==> config.mk <==
export PLATFORM = sky130hd
export DESIGN_NAME = rf_port_ctrl
export DESIGN_NICKNAME = d
export VERILOG_FILES = /design/src/rtl/rf_port_ctrl_pkg.sv /design/src/rtl/rf_port_ctrl_rr_arb2.sv /design/src/rtl/rf_port_ctrl.sv
export SDC_FILE = /design/constraint.sdc
export NUM_CORES = 1
export LEC_CHECK = 0
export CAP_MARGIN = 20
export CORE_MARGIN = 3
export CORE_UTILIZATION = 25
export DETAILED_ROUTE_END_ITERATION = 7
export GPL_TIMING_DRIVEN = 1
export PLACE_DENSITY = 0.57
export SYNTH_ARGS = -nofsm -noshare
export SYNTH_HDL_FRONTEND = slang
export SYNTH_HIERARCHICAL = 1
export SYNTH_SLANG_ARGS = --single-unit
==> constraint.sdc <==
create_clock -name clk -period 4.8 [get_ports clk]
set_input_delay 0.48 -clock clk [delete_from_list [all_inputs] [get_ports clk]]
set_output_delay 0.48 -clock clk [all_outputs]
set_load 0.02 [all_outputs]
==> src/rtl/rf_port_ctrl_pkg.sv <==
// Shared types and defaults for the register-file port controller.
package rf_port_ctrl_pkg;

    localparam int NREG_DEF = 32;
    localparam int AW_DEF   = 5;
    localparam int DW_DEF   = 32;

    typedef enum logic {
        INIT = 1'b0,
        RUN  = 1'b1
    } state_t;

    typedef logic req_id_t;

    localparam req_id_t REQ0 = 1'b0;
    localparam req_id_t REQ1 = 1'b1;

endpackage

==> src/rtl/rf_port_ctrl_rr_arb2.sv <==
// Two-way round-robin arbiter; a tie goes to the requester not granted last.
module rr_arb2
    import rf_port_ctrl_pkg::*;
(
    input  logic       clk,
    input  logic       rst,
    input  logic [1:0] req,
    input  logic       en,
    output logic [1:0] gnt
);

    req_id_t last;

    always_comb begin
        gnt = 2'b00;
        if (en) begin
            unique case (req)
                2'b01:   gnt = 2'b01;
                2'b10:   gnt = 2'b10;
                2'b11:   gnt = (last == REQ1) ? 2'b01 : 2'b10;
                default: gnt = 2'b00;
            endcase
        end
    end

    always_ff @(posedge clk or posedge rst) begin
        if (rst) begin
            last <= REQ1;
        end else if (|gnt) begin
            last <= gnt[1] ? REQ1 : REQ0;
        end
    end

endmodule

==> src/rtl/rf_port_ctrl.sv <==
// Clears the register file after reset, then shares its ports between
// two requesters with round-robin arbitration and registered responses.
module rf_port_ctrl
    import rf_port_ctrl_pkg::*;
#(
    parameter int NREG = NREG_DEF,
    parameter int AW   = AW_DEF,
    parameter int DW   = DW_DEF
) (
    input  logic          clk,
    input  logic          rst,

    input  logic          req0_valid,
    output logic          req0_ready,
    input  logic [AW-1:0] req0_rn1,
    input  logic [AW-1:0] req0_rn2,
    input  logic          req0_we,
    input  logic [AW-1:0] req0_wn,
    input  logic [DW-1:0] req0_wd,
    output logic          req0_rsp_valid,
    output logic [DW-1:0] req0_rd1,
    output logic [DW-1:0] req0_rd2,

    input  logic          req1_valid,
    output logic          req1_ready,
    input  logic [AW-1:0] req1_rn1,
    input  logic [AW-1:0] req1_rn2,
    input  logic          req1_we,
    input  logic [AW-1:0] req1_wn,
    input  logic [DW-1:0] req1_wd,
    output logic          req1_rsp_valid,
    output logic [DW-1:0] req1_rd1,
    output logic [DW-1:0] req1_rd2,

    output logic [AW-1:0] rf_rn1,
    output logic [AW-1:0] rf_rn2,
    output logic [AW-1:0] rf_wn,
    output logic [DW-1:0] rf_wd,
    output logic          rf_w,
    input  logic [DW-1:0] rf_rd1,
    input  logic [DW-1:0] rf_rd2,

    output logic          busy
);

    state_t        state;
    logic [AW-1:0] cnt;
    logic [1:0]    gnt;
    logic          run;

    assign run  = (state == RUN);
    assign busy = (state == INIT);

    always_ff @(posedge clk or posedge rst) begin
        if (rst) begin
            state <= INIT;
            cnt   <= '0;
        end else begin
            unique case (state)
                INIT: begin
                    cnt <= cnt + AW'(1);
                    if (cnt == AW'(NREG - 1)) begin
                        state <= RUN;
                    end
                end
                RUN: begin
                    state <= RUN;
                end
                default: begin
                    state <= INIT;
                    cnt   <= '0;
                end
            endcase
        end
    end

    rr_arb2 u_arb (
        .clk (clk),
        .rst (rst),
        .req ({req1_valid, req0_valid}),
        .en  (run),
        .gnt (gnt)
    );

    assign req0_ready = gnt[0];
    assign req1_ready = gnt[1];

    // Writes to x0 still consume the grant but never reach the array.
    always_comb begin
        rf_rn1 = '0;
        rf_rn2 = '0;
        rf_wn  = '0;
        rf_wd  = '0;
        rf_w   = 1'b0;
        unique case (1'b1)
            busy: begin
                rf_wn = cnt;
                rf_w  = 1'b1;
            end
            gnt[0]: begin
                rf_rn1 = req0_rn1;
                rf_rn2 = req0_rn2;
                rf_wn  = req0_wn;
                rf_wd  = req0_wd;
                rf_w   = req0_we && (req0_wn != '0);
            end
            gnt[1]: begin
                rf_rn1 = req1_rn1;
                rf_rn2 = req1_rn2;
                rf_wn  = req1_wn;
                rf_wd  = req1_wd;
                rf_w   = req1_we && (req1_wn != '0);
            end
            default: begin
                rf_w = 1'b0;
            end
        endcase
        if (rst) begin
            rf_w = 1'b0;
        end
    end

    always_ff @(posedge clk or posedge rst) begin
        if (rst) begin
            req0_rsp_valid <= 1'b0;
            req0_rd1       <= '0;
            req0_rd2       <= '0;
        end else begin
            req0_rsp_valid <= gnt[0];
            if (gnt[0]) begin
                req0_rd1 <= rf_rd1;
                req0_rd2 <= rf_rd2;
            end
        end
    end

    always_ff @(posedge clk or posedge rst) begin
        if (rst) begin
            req1_rsp_valid <= 1'b0;
            req1_rd1       <= '0;
            req1_rd2       <= '0;
        end else begin
            req1_rsp_valid <= gnt[1];
            if (gnt[1]) begin
                req1_rd1 <= rf_rd1;
                req1_rd2 <= rf_rd2;
            end
        end
    end

endmodule
==> results of run 1 <==
## stage by stage
stage	hold WS (ps)	setup slack (ps)	power, W
2_1_floorplan	369.7	680.5	0.002016
3_3_place_gp	476.2	1344	0.002705
3_5_place_dp	480.1	1217	0.002722
4_1_cts	491.7	1051	0.004084
5_1_grt	513.4	881.6	0.004206
6_report	486.6	1079	0.004017
## cells in the final DEF, fill, tap and decap left out
cell	instances
or4_1	1
or2_2	1
a22o_1	43
clkdlybuf4s50_1	344
xnor2_1	3
a221o_2	1
mux2_2	130
o211ai_2	1
o21ai_0	4
buf_12	1
inv_1	7
bufinv_16	3
dfrtp_1	136
diode_2	1
ha_1	2
nor2_1	1
clkinvlp_4	2
dfstp_2	1
nor4b_1	1
nand2_1	4
a21oi_2	1
inv_6	3
buf_4	7
clkbuf_1	1
nor2b_1	1
a21oi_4	2
clkbuf_16	17
a21oi_1	1
nand3_1	1
clkinv_4	4
a22oi_1	4
and3_1	2
clkinv_2	3
## layout make-up
class / count / area share [%]
diodes: 1 / 0.02499
clock buffers: 18 / 4.286
clock inverters: 14 / 1.725
inverters: 8 / 0.3499
multi-input cells: 204 / 20.74
flip-flops and latches: 137 / 34.25
well taps: 280 / 3.499
repair buffers: 352 / 35.12
## routing by layer
| layer | part of all wire (%) | global-route usage, % | vias up | wire length (um) |
|---|---|---|---|---|
| li1 | - | - | 2070 | - |
| met4 | 3.0 | 6.253 | 0 | 630 |
| met1 | 37 | 17.95 | 2296 | 7662 |
| met3 | 10 | 7.024 | 36 | 2099 |
| met5 | 0 | 0 | - | 0 |
| met2 | 50 | 28.54 | 229 | 10280 |
## Yosys cell counts (all sizes together)
| cell type | number | share of area, % |
|---|---|---|
| xnor2 | 3 | 0.46 |
| o21ai | 4 | 0.35 |
| nand3 | 1 | 0.088 |
| a22oi | 4 | 0.53 |
| nand2 | 4 | 0.27 |
| and3 | 2 | 0.22 |
| a22o | 43 | 6.7 |
| o211ai | 1 | 0.22 |
| dfrtp | 136 | 60 |
| mux2 | 130 | 26 |
| nor4b | 1 | 0.15 |
| ha | 2 | 0.44 |
| dfstp | 1 | 0.46 |
| nor2b | 1 | 0.11 |
| nor2 | 1 | 0.066 |
| buf | 25 | 2.5 |
| a221o | 1 | 0.20 |
| a21oi | 4 | 0.42 |
| or2 | 1 | 0.11 |
| inv | 8 | 0.53 |
| or4 | 1 | 0.13 |
## how the worst max path moves through the flow
stage,startpoint,to,cells after the start
global placement,req1_valid,rf_wd[12],6
floorplan,rst,cnt[0],1
global route,run,rf_wd[16],5
finish,run,rf_wd[21],5
CTS,run,rf_wd[21],5
detailed placement,req1_valid,rf_wd[16],6
## kinds of logic (layout without fill, tap and decap cells)
group / Yosys count / in the layout / share of synthesized area (%)
DFF: 137 / 137 / 60.63
muxes: 130 / 130 / 25.88
xor gates and xnor gates: 3 / 3 / 0.4646
and+or+nand+nor: 12 / 12 / 1.150
AOI/OAI and AO/OA: 57 / 57 / 8.383
other: 0 / 1 / 0
buffers and inverters: 33 / 392 / 3.052
adders and majority gates: 2 / 2 / 0.4423
## worst max-delay path, cell delays in order (launching register included)
cell and delay, ps:
dfrtp_1 650, nand2_1 220, a21oi_4 740, buf_4 390, a22o_1 200, clkdlybuf4s50_1 620
## where the power goes
part	switching (W)	internal [W]
Combinational	0.000586	0.000674
Sequential	0.0000932	0.00133
Clock	0.000508	0.000820
Total	0.00119	0.00283
## flip-flops by register name (all words and copies together) (netlist names)
signal and cells:
req0_rd1 32, req0_rd2 32, req1_rd1 32, req1_rd2 32, cnt 5, req0_rsp_valid 1
req1_rsp_valid 1, run 1, u_arb/last 1
==> results.txt, run 1 <==
DP HPWL: 15860 um
Area post-placement: 9408 um2
Rows: 54
Final Skew: 7.817 ps
CP Capture Type: output pin
Initial drt markers: 173
Mapped Avg Cell Area: 15.12 um2
Yosys warns: 6
Count of cell types in the netlist: 23
Vias in the first global route: 5102
Global-route wire length before repair: 30590 um
ANT nets after route: 0
WL final: 20670 um
Mapped Area: 5657 um2
Layout area overhead: 77.00%
Vias per cell: 4.567
Final Core Density: 45.46%
Worst EP arrival: 3240 ps
Vias: 4631
Die Width: 156.4 um
Clk sink count: 137
Final non-filler cell total: 1014
RSZ-0062 raised after global routing: false
Worst endpoint required time: 4320 ps
Die height: 156.4 um
Reg-to-reg endpoint: req1_rd2[25]
Hold EP: cnt[2]
Sequential area share after synthesis: 60.63%
Final net count: 886
Max-Cap Viols: 0
Clock tree from TritonCTS: built
Pleak: 4.070 nW
DRT Pass-1 Iters: 4
Total power per unit cell area: 401.2 nW/um2
Synthesized Nets: 540
Status: finished clean
Synth Register Bits: 137
FILL cells: 1988
FF-to-FF Start: run
Htree depth: 4
Endpoints failing hold: 0
Root buffer cell: clkbuf_16
Largest net degree at the start of global routing: 101
Worst-margin pin slew: 918.0 ps
Initial Utilization: 25.68%
DRC violations left: 0
Core Area: 22030 um2
Crit Path Max Fanout: 33
Clock Latency Late Sink: 410 ps
Congestion Overflow GR: 0
Routability Congestion: 1.042
Fin crit share: 77.52%
Die ar.: 24470 um2
Final setup violation count: 0
Gate Count Post-Synth: 374
Crit Path Category: reg -> out
Crit start category: flop
# IOs: 345
Slew Limit Fails: 0
# hold bufs at CTS: 0
Crit path time final: 3721 ps
Layout cells sized above 1: 24.15%
Area occupied by registers: 3430 um2
Total global-route track usage: 16.48%
WHS Path Cells: 1
FMAX: 268.7 MHz
Drt wl/cell: 20.39 um
Worst slew margin: 38.67%
CTS buffer count: 17
Worst reg2reg path depth: 5
Post-CTS setup buffers: 0
Peak VDD IR: 221.9 uV
Number of port buffers: 344
Clock transition at path regs: 60 ps
Multi-input logic area: 2077 um2
Clk buf depth: 2
Resize count post-CTS: 0
HP Class: reg -> reg
R2R setup slack: 1970 ps
Setup tns final: 0 ps
Hold Startpoint: cnt[2]
Fin area: 10010 um2
Initial antenna violation count: 1
Placed Instances: 981
Note: power is estimated with default switching activity, not from simulation.
==> run 2: changes to the inputs <==
- PLACE_DENSITY: 0.57 -> 0.59
- clock period: 4.8 -> 3.16 ns (I/O delays scaled with it)
==> results.txt, run 2 (same netlist as run 1, synthesis figures left out) <==
Fin crit share: 90.26%
CP Capture Type: output pin (unchanged)
Peak VDD IR: 319.0 uV (was 221.9 uV)
Clk buf depth: 2 (unchanged)
Pwr Total: 0.006044 W (was 0.004017 W)
Routability Congestion: 1.011 (was 1.042)
Slew Limit Fails: 0 (unchanged)
CP Cell Sequence: inv_1 -> a21oi_4 -> buf_4 -> a22o_1 -> clkdlybuf4s50_1 (was nand2_1 -> a21oi_4 -> buf_4 -> a22o_1 -> clkdlybuf4s50_1)
Final Skew: 9.736 ps (was 7.817 ps)
Worst endpoint required time: 2840 ps (was 4320 ps)
Dpl ws: 416.3 ps (was 1217 ps)
Vias per cell: 4.560 (was 4.567)
Initial drt markers: 166 (was 173)
DP HPWL: 16710 um (was 15860 um)
Root buffer cell: clkbuf_16 (unchanged)
Worst stage delay on the critical path: 620 ps (was 740 ps)
Crit path buf inv count: 3 (was 2)
Largest net degree at the start of global routing: 54 (was 101)
Worst-margin pin slew: 655.3 ps (was 918.0 ps)
RSZ-0062 raised after global routing: false (unchanged)
Die height: 156.4 um (unchanged)
Vias in the first global route: 5270 (was 5102)
Clock Latency Late Sink: 410 ps (about the same)
Status: finished clean (unchanged)
Congestion Overflow GR: 0 (unchanged)
Clk sink count: 137 (unchanged)
Crit Path Max Fanout: 19 (was 33)
Global-route wire length before repair: 31910 um (was 30590 um)
Rows: 54 (unchanged)
Clock transition at path regs: 60 ps (about the same)
WL final: 21530 um (was 20670 um)
Vias: 4656 (was 4631)
Crit start category: flop (unchanged)
Commonest cells after routing, fill and taps aside: clkdlybuf4s50_1, dfrtp_1, mux2_2 (unchanged)
Die Width: 156.4 um (unchanged)
Pleak: 4.089 nW (was 4.070 nW)
Crit Path Category: reg -> out (unchanged)
ANT nets after route: 0 (unchanged)
Most common cell after layout, fill and taps aside: clkdlybuf4s50_1 (unchanged)
Number of port buffers: 344 (unchanged)
Htree depth: 4 (unchanged)
Slowest library cell on the worst path: clkdlybuf4s50_1 (was a21oi_4)
Initial Utilization: 25.68% (unchanged)
Total global-route track usage: 17.20% (was 16.48%)
Worst EP arrival: 2540 ps (was 3240 ps)
Drt wl/cell: 21.09 um (was 20.39 um)
Endpoints failing hold: 0 (unchanged)
Layout cells sized above 1: 24.86% (was 24.15%)
DRT Pass-1 Iters: 4 (unchanged)
# hold bufs at CTS: 0 (unchanged)
Area post-placement: 9457 um2 (was 9408 um2)
Total power per unit cell area: 602.2 nW/um2 (was 401.2 nW/um2)
Post-route worst setup slack: 307.7 ps (was 1079 ps)
Max-Cap Viols: 0 (unchanged)
Top delay family on crit path: buffers and inverters (unchanged)
Core Area: 22030 um2 (unchanged)
Post-CTS setup buffers: 0 (unchanged)
Fin area: 10040 um2 (was 10010 um2)
Layout area overhead: 77.44% (was 77.00%)
HP Class: in -> async (was reg -> reg)
# IOs: 345 (unchanged)
Initial antenna violation count: 0 (was 1)
Setup tns final: 0 ps (unchanged)
CTS buffer count: 17 (unchanged)
Die ar.: 24470 um2 (unchanged)
Clock tree from TritonCTS: built (unchanged)
FMAX: 350.6 MHz
Crit path time final: 2852 ps
Worst slew margin: 56.31% (was 38.67%)
Resize count post-CTS: 0 (unchanged)
DRC violations left: 0 (unchanged)
Final net count: 893 (was 886)
Final setup violation count: 0 (unchanged)
-- run 2: worst paths after layout --
| kind | from | cells after the start | to | slack (ps) |
|---|---|---|---|---|
| min | rst | 2 | run | 300 |
| max reg2reg | u_arb/last | 5 | req0_rd1[2] | 960 |
| min in group clk | cnt[2] | 1 | cnt[2] | 490 |
| max in group asynchronous | rst | 3 | req0_rd1[24] | 1990 |
| min reg2reg | cnt[2] | 1 | cnt[2] | 490 |
| max | u_arb/last | 5 | rf_wd[27] | 310 |
-- run 2: area by class of cell --
| cell class | instances | area, um2 |
|---|---|---|
| Multi-Input combinational cell | 204 | 2077 |
| Antenna cell | 1 | 2.502 |
| Clock buffer | 19 | 432.9 |
| Clock inverter | 13 | 145.1 |
| Timing Repair Buffer | 359 | 3566 |
| Fill cell | 1969 | 11990 |
| Inverter | 8 | 33.78 |
| Sequential cell | 137 | 3430 |
| Tap cell | 280 | 350.3 |
-- run 2: per-stage QoR --
stage,hold slack (ps),std cells,utilization (%)
3_5_place_dp,486.8,988,42.93
6_report,299.7,1021,45.57
4_1_cts,288.1,1020,45.56
5_1_grt,299.5,1020,45.56
3_3_place_gp,477.5,988,42.93
2_1_floorplan,205.7,374,-
-- run 2: metal layers --
| metal | share of wire [%] | track usage [%] | vias up |
|---|---|---|---|
| li1 | - | - | 2082 |
| met2 | 51 | 30.03 | 228 |
| met5 | 0 | 0 | - |
| met1 | 38 | 18.77 | 2320 |
| met4 | 2.5 | 6.544 | 0 |
| met3 | 9.1 | 6.886 | 26 |
-- run 2: where the power goes --
group          total (W)  leakage, nW  switching (W)  internal [W]
clock            0.00194        0.280       0.000766       0.00117
sequential       0.00218         1.61       0.000150       0.00203
combinational    0.00193         2.20       0.000898       0.00103
total            0.00604         4.09        0.00181       0.00423
